<file path="config.mk">
export PLATFORM = sky130hd
export DESIGN_NAME = aes_bist_ctrl
export DESIGN_NICKNAME = d
export VERILOG_FILES = /design/src/rtl/aes_bist_ctrl.sv
export SDC_FILE = /design/constraint.sdc
export NUM_CORES = 1
export LEC_CHECK = 0
export CAP_MARGIN = 10
export CORE_ASPECT_RATIO = 0.6
export CORE_MARGIN = 2
export CORE_UTILIZATION = 40
export DETAILED_ROUTE_END_ITERATION = 8
export PLACE_DENSITY = 0.65
export SYNTH_ARGS = -nofsm -noshare
export SYNTH_HDL_FRONTEND = slang
export SYNTH_SLANG_ARGS = --single-unit
export TNS_END_PERCENT = 50
</file>
<file path="constraint.sdc">
create_clock -name clk -period 2.48 [get_ports clk]
set_clock_uncertainty 0.05 [all_clocks]
set_input_delay 0.744 -clock clk [delete_from_list [all_inputs] [get_ports clk]]
set_output_delay 0.744 -clock clk [all_outputs]
set_load 0.01 [all_outputs]
</file>
<file path="src/rtl/aes_bist_ctrl.sv">
// BIST sequencer for the AES-128 8-bit-datapath wrapper: reset, run, drain, signature check.
// Optional RUN watchdog is built only when AES_BIST_TIMEOUT_EN is defined.
module aes_bist_ctrl #(
  parameter int          RST_CYCLES   = 4,
  parameter int          DRAIN_CYCLES = 16,
  parameter int          TIMEOUT      = 4096,
  parameter logic [7:0]  GOLDEN_SIG   = 8'hC0
) (
  input  logic       clk,
  input  logic       rst,
  input  logic       bist_start,
  input  logic       bist_abort,
  input  logic       dut_done,
  input  logic [7:0] dut_sig,
  output logic       dut_rst,
  output logic       is_bist,
  output logic       en_lsfr_misr,
  output logic       bist_busy,
  output logic       bist_done,
  output logic       bist_pass,
  output logic       bist_timeout,
  output logic [7:0] bist_sig
);

  localparam int CNT_RD  = (RST_CYCLES > DRAIN_CYCLES) ? RST_CYCLES : DRAIN_CYCLES;
  localparam int CNT_MAX = (CNT_RD > TIMEOUT) ? CNT_RD : TIMEOUT;
  localparam int CW      = $clog2(CNT_MAX + 1);

  localparam logic [CW-1:0] RST_LOAD   = CW'(RST_CYCLES - 1);
  localparam logic [CW-1:0] DRAIN_LOAD = CW'(DRAIN_CYCLES);
  localparam logic [CW-1:0] CNT_ONE    = CW'(1);

  typedef enum logic [2:0] {
    S_IDLE, S_RESET, S_RUN, S_DRAIN, S_CHECK, S_RESULT
  } state_t;

  state_t        state;
  logic [CW-1:0] cnt;

`ifdef AES_BIST_TIMEOUT_EN
  localparam logic [CW-1:0] TO_LAST = CW'(TIMEOUT - 1);
  logic [CW-1:0] timer;
`endif

  // NOTE: every register here uses <= so all updates see the pre-edge values.
  always_ff @(posedge clk) begin
    if (rst || bist_abort) begin
      state        <= S_IDLE;
      cnt          <= '0;
      dut_rst      <= 1'b0;
      is_bist      <= 1'b0;
      en_lsfr_misr <= 1'b0;
      bist_busy    <= 1'b0;
      bist_done    <= 1'b0;
      bist_pass    <= 1'b0;
      bist_timeout <= 1'b0;
      bist_sig     <= '0;
`ifdef AES_BIST_TIMEOUT_EN
      timer        <= '0;
`endif
    end else begin
      case (state)
        S_IDLE, S_RESULT: begin
          if (bist_start) begin
            state        <= S_RESET;
            cnt          <= RST_LOAD;
            dut_rst      <= 1'b1;
            is_bist      <= 1'b1;
            en_lsfr_misr <= 1'b0;
            bist_busy    <= 1'b1;
            bist_done    <= 1'b0;
            bist_pass    <= 1'b0;
            bist_timeout <= 1'b0;
            bist_sig     <= '0;
          end
        end
        S_RESET: begin
          // A DONE left high by a previous run is ignored while the wrapper is held in reset.
          if (cnt == '0) begin
            state        <= S_RUN;
            dut_rst      <= 1'b0;
            en_lsfr_misr <= 1'b1;
`ifdef AES_BIST_TIMEOUT_EN
            timer        <= '0;
`endif
          end else begin
            cnt <= cnt - CNT_ONE;
          end
        end
        S_RUN: begin
          if (dut_done) begin
            if (DRAIN_CYCLES == 0) begin
              state        <= S_CHECK;
              en_lsfr_misr <= 1'b0;
            end else begin
              state <= S_DRAIN;
              cnt   <= DRAIN_LOAD;
            end
          end
`ifdef AES_BIST_TIMEOUT_EN
          else if (timer == TO_LAST) begin
            state        <= S_RESULT;
            is_bist      <= 1'b0;
            en_lsfr_misr <= 1'b0;
            bist_busy    <= 1'b0;
            bist_done    <= 1'b1;
            bist_pass    <= 1'b0;
            bist_timeout <= 1'b1;
          end else begin
            timer <= timer + CNT_ONE;
          end
`endif
        end
        S_DRAIN: begin
          if (cnt == CNT_ONE) begin
            state        <= S_CHECK;
            cnt          <= '0;
            en_lsfr_misr <= 1'b0;
          end else begin
            cnt <= cnt - CNT_ONE;
          end
        end
        S_CHECK: begin
          // MISR is frozen here, so d_out is a stable signature for exactly this cycle.
          state     <= S_RESULT;
          is_bist   <= 1'b0;
          bist_busy <= 1'b0;
          bist_done <= 1'b1;
          bist_sig  <= dut_sig;
          bist_pass <= (dut_sig == GOLDEN_SIG);
        end
        default: state <= S_IDLE;
      endcase
    end
  end

endmodule

</file>
==> impl_metrics.json <==
{
  "status": "completed",
  "cts_tree": "done",
  "setup_slack_ns": 0.358,
  "overflow": 0,
  "die_y_um": 53.9,
  "avgSynthCellArea_sq_um": 7.98,
  "fmax_mhz": 471,
  "synth.net_count": 223,
  "ir_drop_uv": 268,
  "die_w_um": 87.2,
  "dr_total_vias": 1628,
  "grt_pass1_wl_um": 6950,
  "core.rowCount": 18,
  "worst-slew-pin-transition_ns": 0.560,
  "dp_hpwl_um": 3110,
  "seq_area_frac_synth": 0.350,
  "drc": 0,
  "clk_path_buf_depth": 2,
  "synth-edff-count": 0,
  "p_leak_nw": 0.697,
  "nets": 253,
  "start_kind": "register",
  "netlist_top_cells_count": "29 x a21oi_1, 29 x dfxtp_1, 19 x nand2_1",
  "max_slew_margin": 0.626,
  "max-cap-violations": 0,
  "gr-usage-all-layers": 0.201,
  "rsz0062_at_grt": "false",
  "syn2layout_area_growth_pct": 25.5,
  "start_util": 0.410,
  "coreArea_sq_um": 4050,
  "yosys_most_used_dff": "dfxtp_1",
  "syn_inst": 208,
  "vias_per_cell": 5.65,
  "fin_crit_ns": 2.12,
  "synth_top_cell_area_share": 0.350,
  "cp.arrival_ns": 2.28,
  "post-route-period-util": 0.856,
  "worst_ep_required_time_ns": 2.63,
  "num_antenna_cells": 0,
  "async_flop_share": 0,
  "worstSkewPairLatency_ns": 0.28,
  "grt_pass1_vias": 1296,
  "clk_pin_slew_ns": 0.06,
  "synthTopCellsByArea": "dfxtp_1 35%, a21oi_1 8.7%, nand3_1 4.8%",
  "drt_iter0_drc": 153,
  "gp_congestion": 0.919,
  "antenna_found_initial": 0,
  "drive_above_1_share": 0.130,
  "dp_slack_ns": -0.148,
  "clock-root-buffer": "clkbuf_8",
  "ff_latch_area_sq_um": 581,
  "finalWirelength_um": 4380,
  "ys.warnings.count": 0,
  "final-max-slew-violation-count": 0,
  "ys_ff_latch": 29,
  "crit_type": "reg -> reg",
  "syn_area_sq_um": 1660,
  "synth_cell_types": 52,
  "yosysTopAreaCell": "dfxtp_1",
  "power_mw": 1.11,
  "antenna_left": 0,
  "fillers": 391,
  "hold_buffers": 0,
  "multi_input_area_sq_um": 973,
  "setup_viol": 0,
  "end_kind": "register",
  "drt-pass1-iter-count": 4,
  "post_cts_resized": 0,
  "p_per_area_nw_per_um2": 533,
  "cts_sinks": 29,
  "dieArea_sq_um": 4700,
  "io_buffers": 26,
  "hp-class": "reg -> reg",
  "grt_max_degree": 28,
  "h-tree-depth": 2,
  "ios": 28,
  "path_max_fanout": 12,
  "post_cts_buffers": 0,
  "wl_per_cell_um": 15.2,
  "cts_buffers": 5,
  "hold_viol_final": 0
}
[layer usage]
layer  up-vias  routed length [um]  track usage
li1        828                   -            -
met1       747                2440        0.342
met2        49                1620        0.221
met3         4                 282       0.0521
met4         0                  39       0.0615
met5         -                   0            0
[cell type report]
| class | instances | share of cell area |
|---|---|---|
| Multi-Input combinational cell | 157 | 0.467 |
| Sequential cell | 29 | 0.279 |
| Timing Repair Buffer | 39 | 0.172 |
| Clock buffer | 7 | 0.0414 |
| Tap cell | 50 | 0.0300 |
| Inverter | 6 | 0.0108 |
[flip-flops by register name, summed over array words and instances, names as in the netlist]
signal / cells
bist_busy: 1
cnt: 13
en_lsfr_misr: 1
state: 3
dut_rst: 1
bist_pass: 1
bist_done: 1
bist_sig: 8
[cell usage in the layout, fill, tap and decap left out, types with 4 or more instances in the layout]
cell type,n
nor2_1,15
nand3_1,16
nand2_1,19
nand3b_1,4
o21ai_0,9
nor3_1,9
a21oi_1,28
clkdlybuf4s50_1,26
dfxtp_1,29
a211oi_1,4
buf_4,13
clkbuf_8,6
inv_1,6
[report_power, final]
group	switching (mW)	internal, mW
registers	0.0163	0.477
logic	0.122	0.0997
clock network	0.176	0.220
total	0.314	0.796
[cell families after synthesis]
group,after synthesis,share of synthesized area
compound gates,60,0.228
flops,29,0.350
other cells,1,0.00226
buf+inv,22,0.0663
simple gates,93,0.333
xor+xnor,1,0.00528
fa+ha+maj,2,0.0151
[critical path: stages (launching register included)]
cell     delay [ns]
dfxtp_1        0.40
inv_1          0.08
ha_1           0.19
nor3b_1        0.13
and4_2         0.35
nor2_1         0.33
buf_4          0.23
nand2_1        0.10
o21ai_0        0.19
[per-stage QoR]
stage | instance area [sq um] | std cells | utilization | hold slack [ns] | setup TNS [ns]
after floorplan | 1660 | 208 | - | 0.423 | 0
after global routing | 2080 | 288 | 0.514 | 0.444 | 0
final | 2080 | 288 | 0.514 | 0.410 | 0
after global placement | 1990 | 281 | 0.492 | 0.402 | -1.26
after CTS | 2080 | 288 | 0.513 | 0.413 | 0
after detailed placement | 1990 | 281 | 0.492 | 0.400 | -1.21
[path summary, 6_finish.rpt]
path / startpoint / endpoint / slack [ns] / cells after the start
hold reg to reg: dut_rst / dut_rst / 0.41 / 2
setup / recovery: cnt[1] / cnt[9] / 0.36 / 8
setup reg to reg: cnt[1] / cnt[9] / 0.36 / 8
hold / removal: dut_rst / dut_rst / 0.41 / 2
No activity file was read; power rests on OpenSTA's default activity.
